[src/rtl/vga_mode_pkg.sv]
// vga_mode_pkg
// Shared definitions for the run-time VGA mode controller:
//   - vga_timing_t : one video mode's porch/sync/display values and polarities
//   - MODE_TABLE   : constant timing values for the four supported modes
//   - state_t      : controller FSM states
//   - htotal/vtotal: line and frame totals, one bit wider than the values
package vga_mode_pkg;

    localparam int TIMING_W = 11;

    typedef logic [TIMING_W-1:0] tval_t;
    typedef logic [TIMING_W:0]   total_t;

    typedef struct packed {
        tval_t hd;
        tval_t hf;
        tval_t hr;
        tval_t hb;
        tval_t vd;
        tval_t vf;
        tval_t vr;
        tval_t vb;
        logic  h_pol;
        logic  v_pol;
    } vga_timing_t;

    // Indexed by mode number: 0=640x480, 1=800x600, 2=1024x768, 3=1366x768
    localparam vga_timing_t MODE_TABLE [4] = '{
        '{11'd640,  11'd16, 11'd96,  11'd48,  11'd480, 11'd10, 11'd2, 11'd33, 1'b0, 1'b0},
        '{11'd800,  11'd40, 11'd128, 11'd88,  11'd600, 11'd1,  11'd4, 11'd23, 1'b1, 1'b1},
        '{11'd1024, 11'd24, 11'd136, 11'd160, 11'd768, 11'd3,  11'd6, 11'd29, 1'b0, 1'b0},
        '{11'd1366, 11'd70, 11'd143, 11'd213, 11'd768, 11'd3,  11'd3, 11'd24, 1'b1, 1'b1}
    };

    typedef enum logic [2:0] {
        ST_INIT,
        ST_RUN,
        ST_WAIT_EOF,
        ST_BLANK,
        ST_LOAD,
        ST_RESTART
    } state_t;

    function automatic total_t htotal(input vga_timing_t t);
        return total_t'(t.hd) + total_t'(t.hf) + total_t'(t.hr) + total_t'(t.hb);
    endfunction

    function automatic total_t vtotal(input vga_timing_t t);
        return total_t'(t.vd) + total_t'(t.vf) + total_t'(t.vr) + total_t'(t.vb);
    endfunction

endpackage

[src/rtl/vga_mode_ctrl.sv]
// vga_mode_ctrl
// Run-time video-mode controller placed between the register front end and
// the VGA timing generator. A mode-change request is accepted in RUN, the
// controller waits for the current frame to end, holds the generator
// disabled for SETTLE_CYCLES, loads the new values with one write strobe and
// re-enables scanout.
//
// Ports:
//   clk_i, arstn_i             pixel clock, asynchronous active-low reset
//   req_valid_i/req_mode_i     mode-change request (valid/ready handshake)
//   req_ready_o                high only in RUN
//   hcount_i/vcount_i          counters from the timing generator
//   tg_en_o/tg_we_o            generator enable and timing load strobe
//   hd_o..vb_o                 timing values of the loaded mode
//   h_pol_o/v_pol_o            sync polarities (1 = active-high)
//   active_mode_o              mode currently loaded
//   busy_o                     high in every state except RUN
//   done_o                     one-cycle pulse when a request completes
module vga_mode_ctrl
    import vga_mode_pkg::*;
#(
    parameter int unsigned RESET_MODE    = 0,
    parameter int unsigned SETTLE_CYCLES = 4,
    parameter int unsigned CNT_W         = 11
) (
    input  logic             clk_i,
    input  logic             arstn_i,
    input  logic             req_valid_i,
    input  logic [1:0]       req_mode_i,
    output logic             req_ready_o,
    input  logic [CNT_W-1:0] hcount_i,
    input  logic [CNT_W-1:0] vcount_i,
    output logic             tg_en_o,
    output logic             tg_we_o,
    output logic [CNT_W-1:0] hd_o,
    output logic [CNT_W-1:0] hf_o,
    output logic [CNT_W-1:0] hr_o,
    output logic [CNT_W-1:0] hb_o,
    output logic [CNT_W-1:0] vd_o,
    output logic [CNT_W-1:0] vf_o,
    output logic [CNT_W-1:0] vr_o,
    output logic [CNT_W-1:0] vb_o,
    output logic             h_pol_o,
    output logic             v_pol_o,
    output logic [1:0]       active_mode_o,
    output logic             busy_o,
    output logic             done_o
);

    localparam logic [1:0]  RESET_IDX    = 2'(RESET_MODE);
    localparam vga_timing_t RESET_TIMING = MODE_TABLE[RESET_IDX];
    localparam logic [3:0]  SETTLE_LOAD  = 4'(SETTLE_CYCLES - 1);

    state_t      state;
    state_t      state_nx;
    vga_timing_t cur;
    logic [1:0]  active_mode;
    logic [1:0]  pending;
    logic [3:0]  settle_cnt;
    logic        from_load;
    logic        same_done;

    logic             accept;
    logic             same_mode;
    logic             eof;
    logic [CNT_W:0]   h_last;
    logic [CNT_W:0]   v_last;

    assign accept    = (state == ST_RUN) && req_valid_i;
    assign same_mode = (req_mode_i == active_mode);

    // Last pixel of the frame for the mode that is currently scanning out
    assign h_last = (CNT_W+1)'(htotal(cur)) - (CNT_W+1)'(1);
    assign v_last = (CNT_W+1)'(vtotal(cur)) - (CNT_W+1)'(1);
    assign eof    = ({1'b0, hcount_i} == h_last) && ({1'b0, vcount_i} == v_last);

    always_ff @(posedge clk_i or negedge arstn_i) begin
        if (!arstn_i) begin
            state <= ST_INIT;
        end else begin
            state <= state_nx;
        end
    end

    always_ff @(posedge clk_i or negedge arstn_i) begin
        if (!arstn_i) begin
            cur         <= RESET_TIMING;
            active_mode <= RESET_IDX;
            settle_cnt  <= '0;
            from_load   <= 1'b0;
            same_done   <= 1'b0;
        end else begin
            from_load <= (state == ST_LOAD);
            same_done <= accept && same_mode;

            if (state == ST_WAIT_EOF && eof) begin
                settle_cnt <= SETTLE_LOAD;
            end else if (state == ST_BLANK && settle_cnt != 4'd0) begin
                settle_cnt <= settle_cnt - 4'd1;
            end

            // New values land on the edge entering LOAD so they are stable
            // for the whole strobe cycle.
            if (state == ST_BLANK && settle_cnt == 4'd0) begin
                cur         <= MODE_TABLE[pending];
                active_mode <= pending;
            end
        end
    end

    // Pending mode is only consumed after a fresh accept, so it needs no reset
    always_ff @(posedge clk_i) begin
        if (accept && !same_mode) begin
            pending <= req_mode_i;
        end
    end

    always_comb begin
        state_nx    = state;
        tg_en_o     = 1'b0;
        tg_we_o     = 1'b0;
        req_ready_o = 1'b0;
        busy_o      = 1'b1;
        unique case (state)
            ST_INIT: begin
                tg_we_o  = 1'b1;
                state_nx = ST_RESTART;
            end
            ST_RESTART: begin
                tg_en_o  = 1'b1;
                state_nx = ST_RUN;
            end
            ST_RUN: begin
                tg_en_o     = 1'b1;
                req_ready_o = 1'b1;
                busy_o      = 1'b0;
                if (req_valid_i && !same_mode) begin
                    state_nx = ST_WAIT_EOF;
                end
            end
            ST_WAIT_EOF: begin
                tg_en_o = 1'b1;
                if (eof) begin
                    state_nx = ST_BLANK;
                end
            end
            ST_BLANK: begin
                if (settle_cnt == 4'd0) begin
                    state_nx = ST_LOAD;
                end
            end
            ST_LOAD: begin
                tg_we_o  = 1'b1;
                state_nx = ST_RESTART;
            end
            default: begin
                state_nx = ST_INIT;
            end
        endcase
    end

    assign done_o = ((state == ST_RESTART) && from_load) || same_done;

    assign hd_o          = CNT_W'(cur.hd);
    assign hf_o          = CNT_W'(cur.hf);
    assign hr_o          = CNT_W'(cur.hr);
    assign hb_o          = CNT_W'(cur.hb);
    assign vd_o          = CNT_W'(cur.vd);
    assign vf_o          = CNT_W'(cur.vf);
    assign vr_o          = CNT_W'(cur.vr);
    assign vb_o          = CNT_W'(cur.vb);
    assign h_pol_o       = cur.h_pol;
    assign v_pol_o       = cur.v_pol;
    assign active_mode_o = active_mode;

endmodule

[config.mk]
export PLATFORM = sky130hd
export DESIGN_NAME = vga_mode_ctrl
export DESIGN_NICKNAME = d
export VERILOG_FILES = /design/src/rtl/vga_mode_pkg.sv /design/src/rtl/vga_mode_ctrl.sv
export SDC_FILE = /design/constraint.sdc
export NUM_CORES = 1
export LEC_CHECK = 0
export CORE_ASPECT_RATIO = 0.8
export CORE_MARGIN = 2
export CORE_UTILIZATION = 40
export CTS_CLUSTER_DIAMETER = 120
export DETAILED_ROUTE_END_ITERATION = 10
export PLACE_DENSITY = 0.7
export SETUP_SLACK_MARGIN = 0.15
export SYNTH_ARGS = -nofsm -noshare
export SYNTH_HDL_FRONTEND = slang
export SYNTH_SLANG_ARGS = --single-unit
[constraint.sdc]
create_clock -name clk_i -period 9.3 [get_ports clk_i]
set_clock_uncertainty 0.1 [all_clocks]
set_input_delay 0.93 -clock clk_i [delete_from_list [all_inputs] [get_ports clk_i]]
set_output_delay 0.93 -clock clk_i [all_outputs]
set_load 0.005 [all_outputs]
==> flow_summary.json, run 1 <==
{
  "status": "finished, final reports clean",
  "die_h_um": 85.2,
  "syn_area_um2": 3300,
  "period_share_pct": 45.4,
  "synth_ff_type": "dfrtp_1",
  "critPathRequiredTime_ns": 9.35,
  "slowest_delay_ns": 0.66,
  "dp.cells": 528,
  "syn_to_final_growth_pct": 16.5,
  "fin_setup_tns_ns": 0,
  "seqCellArea_um2": 593,
  "yosysTopAreaCellShare_pct": 19.0,
  "cp_max_fo": 17,
  "gp_congestion": 0.829,
  "first_iter_violations": 109,
  "htree_num_levels": 1,
  "cts_tree": "yes",
  "synth_top_area_cell": "ha_1",
  "yosys-top-cells-count": "buf_4, ha_1, inv_1, xnor2_1, nand2_1",
  "slew_viol_final": 0,
  "fmaxAchievable_ghz": 0.237,
  "hold_buffers": 0,
  "n_fill_cell": 758,
  "detail-route-antenna-nets": 0,
  "fin_nets": 510,
  "async_reset_ff_share_pct": 91.3,
  "clock_sinks": 23,
  "multi_input_area_um2": 2050,
  "wire_per_inst_um": 14.1,
  "clk_latency_ns": 0.27,
  "rows": 29,
  "clkTransAtPathRegs_ns": 0.08,
  "fin_crit_ns": 4.23,
  "tightest_slew_ns": 0.980,
  "synth-edff-count": 2,
  "cts_buffers": 3,
  "postSynthAreaPerCell_um2": 8.68,
  "gr-usage-all-layers_pct": 16.7,
  "cp-start-kind": "flop",
  "synthCells": 380,
  "synth-seq-cells": 23,
  "cts_setup_buffers": 0,
  "dieWidth_um": 106,
  "drt-pass1-iter-count": 4,
  "root_buffer": "clkbuf_8",
  "layout-drive-gt1-share_pct": 4.95,
  "num_vias": 2542,
  "dieArea_um2": 8990,
  "hold_violations": 0,
  "rsz0062_at_grt": "false",
  "grt_pass1_wl_mm": 12.0,
  "synth_most_common_cell": "buf_4",
  "yosysWarnings": 0,
  "crit_type": "flop to flop",
  "dp_hpwl_mm": 6.19,
  "synth.distinct_cells": 51,
  "relSlewSlack_pct": 34.4,
  "viasPerCell": 4.78,
  "port_buffers": 83,
  "arrival_ns": 4.27,
  "final_util_pct": 48.1,
  "wirelength_mm": 7.50,
  "antenna_found_initial": 0,
  "route.detailed.drc": 0,
  "critPathSlowestCell": "dfrtp_1",
  "maxCapViolCount": 0,
  "hold_class": "flop to flop",
  "grt_overflow": 0,
  "end_kind": "flop",
  "core_um2": 7980,
  "first_global_vias": 2466,
  "diodes": 0,
  "ios": 124,
  "start_util_pct": 41.3,
  "grt_max_degree": 24,
  "setup_viol": 0,
  "stdcell_count": 532,
  "post_cts_resized": 0,
  "ys_seq_area_share_pct": 18.0,
  "crit_chain": "inv_1 -> ha_1 -> fa_1 -> inv_1 -> fa_1 -> ha_1 -> xnor2_1 -> xnor2_1 -> o211ai_1 -> nor4_1 -> nand4b_1 -> nor4_4 -> nor2_1",
  "ys_top_cells_by_area": "ha_1, buf_4, dfrtp_1",
  "cts.path.max_buffers": 2
}
## path summary, 6_finish.rpt
path,startpoint,end,slack [ns],depth (start not counted)
setup / recovery,hd_o[6],settle_cnt[3],5.07,13
hold / removal,vb_o[0],vb_o[0],0.40,2
setup reg to reg,hd_o[6],settle_cnt[3],5.07,13
hold reg to reg,vb_o[0],vb_o[0],0.40,2
max in group asynchronous,arstn_i,active_mode_o[0],7.40,1
min in group asynchronous,arstn_i,vf_o[0],1.10,1
## layout make-up
cell class	count	area share [%]
inverters	49	4.79
repair buffers	84	21.8
multi-input cells	264	53.3
well taps	108	3.52
flip-flops and latches	23	15.4
clock buffers	4	1.17
## metal layers
layer  GRT usage, %  up-vias  share of wire [%]
li1               -     1227                  -
met1           22.6     1194                 46
met2           29.0      113                 46
met3           2.76        8                6.8
met4           2.27        0               0.73
met5              0        -                  0
## cell usage in the layout, fill, tap and decap left out, types with 4 or more instances in the layout
| master | n |
|---|---|
| nor3_1 | 4 |
| a21oi_1 | 15 |
| nand2b_1 | 6 |
| xor2_1 | 7 |
| dfrtp_1 | 15 |
| nand2_1 | 18 |
| xnor2_1 | 24 |
| inv_1 | 49 |
| nand3b_1 | 5 |
| o21ai_0 | 15 |
| nor2_1 | 16 |
| ha_1 | 50 |
| dfstp_2 | 6 |
| fa_1 | 8 |
| nand3_1 | 7 |
| clkdlybuf4s50_1 | 83 |
| conb_1 | 40 |
## through the flow
| step | cell area (um2) | hold slack [ns] | setup WS [ns] |
|---|---|---|---|
| 2_1_floorplan | 3440 | 0.363 | 5.49 |
| 3_3_place_gp | 3800 | 0.378 | 5.25 |
| 3_5_place_dp | 3800 | 0.401 | 5.09 |
| 4_1_cts | 3840 | 0.413 | 5.08 |
| 5_1_grt | 3840 | 0.438 | 4.74 |
| 6_report | 3840 | 0.404 | 5.07 |
## cell families (layout without fill, tap and decap cells)
| group | count (synthesis) | after routing | share of synthesized area (%) |
|---|---|---|---|
| buf+inv | 132 | 137 | 24.4 |
| simple gates | 72 | 72 | 11.8 |
| compound gates | 61 | 61 | 12.7 |
| fa+ha+maj | 58 | 58 | 23.8 |
| xor+xnor | 32 | 32 | 8.92 |
| flops | 23 | 23 | 18.0 |
| other cells | 1 | 40 | 0.114 |
| mux | 1 | 1 | 0.304 |
## sequential cells by signal (all words and copies together), names as in the netlist, 2 cells and up
register	flops
hf_o	2
hd_o	4
settle_cnt	4
state	3
pending	2
## critical path: cells and delay by family, from the launching register on
family | cells | cell delay (ns)
AOI/OAI and AO/OA | 1 | 0.19
xor gates and xnor gates | 2 | 0.44
DFF | 1 | 0.66
buffers and inverters | 2 | 0.28
and+or+nand+nor | 4 | 0.88
adders and majority gates | 4 | 1.54
Power of run 1 is left out: the tool's default activity adds up to more than one toggle a clock period on the data nets, which glitch-free logic cannot reach.
==> inputs of run 2 (changes only) <==
clock period = 4.2 ns   (was 9.3 ns; I/O delays follow)
==> run 2 against run 1 <==
Against the previous run:
- maximum frequency up 7.4%
- global-route usage down 1.3 points
- cell count up 1.3%
- core utilization up 1.3 points
- flip-flop and latch count unchanged
- via count up 0.31%
- cell area up 2.8%
- critical path depth up 1
- register-to-register slack worse by 4.8 ns
- count of clock-buffer cells in the layout down 1
- critical endpoint is now settle_cnt[1]
- largest cell class unchanged
- highest routed layer unchanged
==> flow_summary.json, run 2 (same netlist as run 1, synthesis figures left out) <==
{
  "arrival_ns": 4.04,
  "drt-pass1-iter-count": 4,
  "dp_hpwl_mm": 6.01,
  "diodes": 0,
  "reg2reg_setup_slack_ns": 0.27,
  "wire_per_inst_um": 13.4,
  "hold_buffers": 0,
  "cts.path.max_buffers": 2,
  "crit_type": "flop to flop",
  "grt_pass1_wl_mm": 11.2,
  "rows": 29,
  "viasPerCell": 4.73,
  "rsz0062_at_grt": "false",
  "cts_tree": "yes",
  "layout_commonest_cell": "clkdlybuf4s50_1",
  "fin_setup_tns_ns": 0,
  "antenna_found_initial": 0,
  "start_util_pct": 41.3,
  "relSlewSlack_pct": 36.0,
  "layout-drive-gt1-share_pct": 9.51,
  "clock_sinks": 23,
  "clkTransAtPathRegs_ns": 0.08,
  "syn_to_final_growth_pct": 19.8,
  "dp.cells": 529,
  "fmaxAchievable_ghz": 0.254,
  "period_share_pct": 93.7,
  "stdcell_count": 539,
  "cp-start-kind": "flop",
  "htree_num_levels": 1,
  "fin_nets": 517,
  "cts_buffers": 3,
  "final_cell_mix": "clkdlybuf4s50_1, ha_1, inv_1",
  "end_kind": "flop",
  "slew_viol_final": 0,
  "detail-route-antenna-nets": 0,
  "hold_class": "flop to flop",
  "dieArea_um2": 8990,
  "cp_max_fo": 4,
  "hold_violations": 0,
  "grt_max_degree": 24,
  "fin_crit_ns": 3.93,
  "first_iter_violations": 91,
  "status": "finished, final reports clean",
  "grt_overflow": 0,
  "dieWidth_um": 106,
  "ios": 124,
  "num_vias": 2550,
  "root_buffer": "clkbuf_8",
  "tightest_slew_ns": 0.957,
  "route.detailed.drc": 0,
  "maxCapViolCount": 0,
  "core_um2": 7980,
  "clk_latency_ns": 0.26,
  "first_global_vias": 2347,
  "port_buffers": 83,
  "critPathRequiredTime_ns": 4.31,
  "gr-usage-all-layers_pct": 15.4,
  "die_h_um": 85.2,
  "wirelength_mm": 7.21,
  "setup_viol": 0,
  "gp_congestion": 0.932
}
==> run 2: cell count changes in the layout (fill, tap and decap cells not counted), sizes merged <==
cell / change
clkbuf: -1
buf: +7
clkinv: +1
==> run 2: worst paths after layout <==
| path | from | end | cells past startpoint |
|---|---|---|---|
| max | hf_o[4] | settle_cnt[1] | 14 |
| min reg2reg | vb_o[0] | vb_o[0] | 2 |
| min | vb_o[0] | vb_o[0] | 2 |
| max reg2reg | hf_o[4] | settle_cnt[1] | 14 |
| max in group asynchronous | arstn_i | hr_o[3] | 1 |
| min in group asynchronous | arstn_i | hd_o[5] | 1 |
==> run 2: metal layers <==
| metal | vias to the layer above | global-route usage [%] | share of wire (%) |
|---|---|---|---|
| li1 | 1240 | - | - |
| met1 | 1192 | 22.5 | 46 |
| met2 | 112 | 24.2 | 45 |
| met3 | 6 | 3.00 | 7.4 |
| met4 | 0 | 2.15 | 0.85 |
| met5 | - | 0 | 0 |
==> run 2: stage by stage <==
stage | hold WS (ns) | cell area, um2 | worst slack [ns] | util (%)
finish | 0.391 | 3950 | 0.266 | 49.5
global placement | 0.381 | 3800 | 0.150 | 47.7
detailed placement | 0.381 | 3800 | 0.104 | 47.7
global route | 0.420 | 3950 | 0.140 | 49.5
floorplan | 0.0244 | 3440 | 0.385 | -
CTS | 0.393 | 3850 | 0.196 | 48.3
==> run 2: cell type report <==
cell class | count | area [um2]
repair buffers | 91 | 891
fillers | 754 | 4030
clock buffers | 3 | 41.3
multi-input cells | 264 | 2100
well taps | 108 | 135
clock inverters | 1 | 5.00
flip-flops and latches | 23 | 594
inverters | 49 | 184
==> run 2: what timing repair did <==
item                       4_1_cts  5_1_grt
gates resized for setup          1       11
hold endpoints to repair         0        0
setup endpoints to repair        1        5
setup buffers                    0        6
pin swaps                        0        5
cloned                           0        0
==> run 2: critical path: stages (launching register included) <==
cell and delay [ns]:
dfstp_2 0.54, inv_1 0.05, ha_1 0.29, fa_1 0.51, inv_1 0.07, ha_4 0.26, inv_1 0.05, fa_2 0.59
xnor2_2 0.09, nor4_2 0.24, nand3_1 0.11, nor4_1 0.20, nand4b_1 0.24, nor4_4 0.35, nand2b_4 0.18
Power of run 2 is left out for the same reason.
==> inputs of run 3 (changes only) <==
PLACE_DENSITY = 0.71   (was 0.7)
==> run 3 against run 2 <==
Against the previous run:
- via count is 1.8% lower
- maximum frequency is 2.4% higher
- worst hold slack better by 0.0022 ns
- non-clock buffer count is 1 lower
- critical path type unchanged
- critical endpoint unchanged
- largest cell class unchanged
- highest routed layer unchanged
==> flow_summary.json, run 3 (same netlist as run 1, synthesis figures left out) <==
{
  "status": "finished, final reports clean",
  "num_vias": 2503,
  "diodes": 0,
  "layout-drive-gt1-share_pct": 9.53,
  "root_buffer": "clkbuf_8",
  "clkTransAtPathRegs_ns": 0.08,
  "fmaxAchievable_ghz": 0.260,
  "use_met1_pct": 23.2,
  "route.detailed.drc": 0,
  "grt_max_degree": 24,
  "cp_max_fo": 10,
  "fin_nets": 516,
  "final_cell_area_um2": 3950,
  "fin_setup_tns_ns": 0,
  "first_global_vias": 2311,
  "period_share_pct": 91.4,
  "core_um2": 7980,
  "drt-pass1-iter-count": 5,
  "critPathRequiredTime_ns": 4.31,
  "end_kind": "flop",
  "die_h_um": 85.2,
  "syn_to_final_growth_pct": 19.8,
  "rsz0062_at_grt": "false",
  "crit_type": "flop to flop",
  "cts.path.max_buffers": 2,
  "clock_sinks": 23,
  "cts_buffers": 3,
  "first_iter_violations": 140,
  "arrival_ns": 3.95,
  "detail-route-antenna-nets": 0,
  "fin_crit_ns": 3.84,
  "port_buffers": 83,
  "dp_hpwl_mm": 6.16,
  "clk_latency_ns": 0.27,
  "n_fill_cell": 764,
  "cp-start-kind": "flop",
  "placed_area_um2": 3810,
  "grt_overflow": 0,
  "hold_class": "flop to flop",
  "maxCapViolCount": 0,
  "wirelength_mm": 7.47,
  "dieArea_um2": 8990,
  "grtUsageMet3_pct": 2.46,
  "htree_num_levels": 1,
  "gp_congestion": 0.943,
  "tightest_slew_ns": 0.964,
  "rows": 29,
  "final_cell_mix": "clkdlybuf4s50_1, inv_1, ha_1",
  "ios": 124,
  "layout_commonest_cell": "clkdlybuf4s50_1",
  "hold_violations": 0,
  "viasPerCell": 4.65,
  "relSlewSlack_pct": 35.5,
  "multi_input_area_um2": 2110,
  "wire_per_inst_um": 13.9,
  "gr-usage-all-layers_pct": 15.8,
  "grt_busiest_layer": "met2",
  "antenna_found_initial": 0,
  "grt_util_met2_pct": 25.6,
  "seqCellArea_um2": 594,
  "cts_tree": "yes",
  "slew_viol_final": 0,
  "start_util_pct": 41.3,
  "setup_viol": 0,
  "dieWidth_um": 106,
  "grt_pass1_wl_mm": 11.5
}
[run 3: stage by stage]
step	util [%]	setup WS, ns	hold WS, ns	instances
detailed placement	47.8	0.0478	0.381	530
finish	49.5	0.359	0.393	538
floorplan	-	0.385	0.0244	419
CTS	48.4	0.169	0.393	534
global placement	47.8	0.115	0.376	530
global route	49.5	0.147	0.428	538
[run 3: per-layer routing]
metal | routed length, um | vias to the layer above
met4 | 44 | 0
met3 | 536 | 4
li1 | - | 1234
met5 | 0 | -
met1 | 3590 | 1145
met2 | 3300 | 120
[run 3: worst max-delay path, stage by stage (launching register included)]
cell and delay [ns]:
dfstp_2 0.62, inv_1 0.15, ha_1 0.33, inv_1 0.07
fa_1 0.41, ha_1 0.30, ha_2 0.34, xnor2_2 0.20
and3_1 0.20, o22ai_1 0.08, nor4_2 0.26, nand4b_1 0.20
nor4_4 0.34, nand2b_4 0.19
[run 3: area by class of cell]
class	instances	share of cell area, %
multi-input combinational	264	53.4
timing repair buffer	90	22.4
sequential	23	15.0
inverter	49	4.65
tap	108	3.42
clock buffer	3	1.04
clock inverter	1	0.127
[run 3: final timing paths]
check                           startpoint            end  slack, ns  cells past startpoint
worst min register to register     vb_o[0]        vb_o[0]       0.39                      2
worst max register to register     hd_o[7]  settle_cnt[1]       0.36                     13
worst min-delay path               vb_o[0]        vb_o[0]       0.39                      2
min in group asynchronous          arstn_i  settle_cnt[2]       0.58                      1
worst max-delay path               hd_o[7]  settle_cnt[1]       0.36                     13
max in group asynchronous          arstn_i        hr_o[3]       2.77                      1
[run 3: what timing repair did]
item                       in CTS  in global routing
pin swaps                       0                  6
resized for setup               1                 12
hold buffers                    0                  0
hold endpoints to repair        0                  0
setup buffers                   0                  4
setup endpoints to repair       5                  5
Power of run 3 is left out for the same reason.
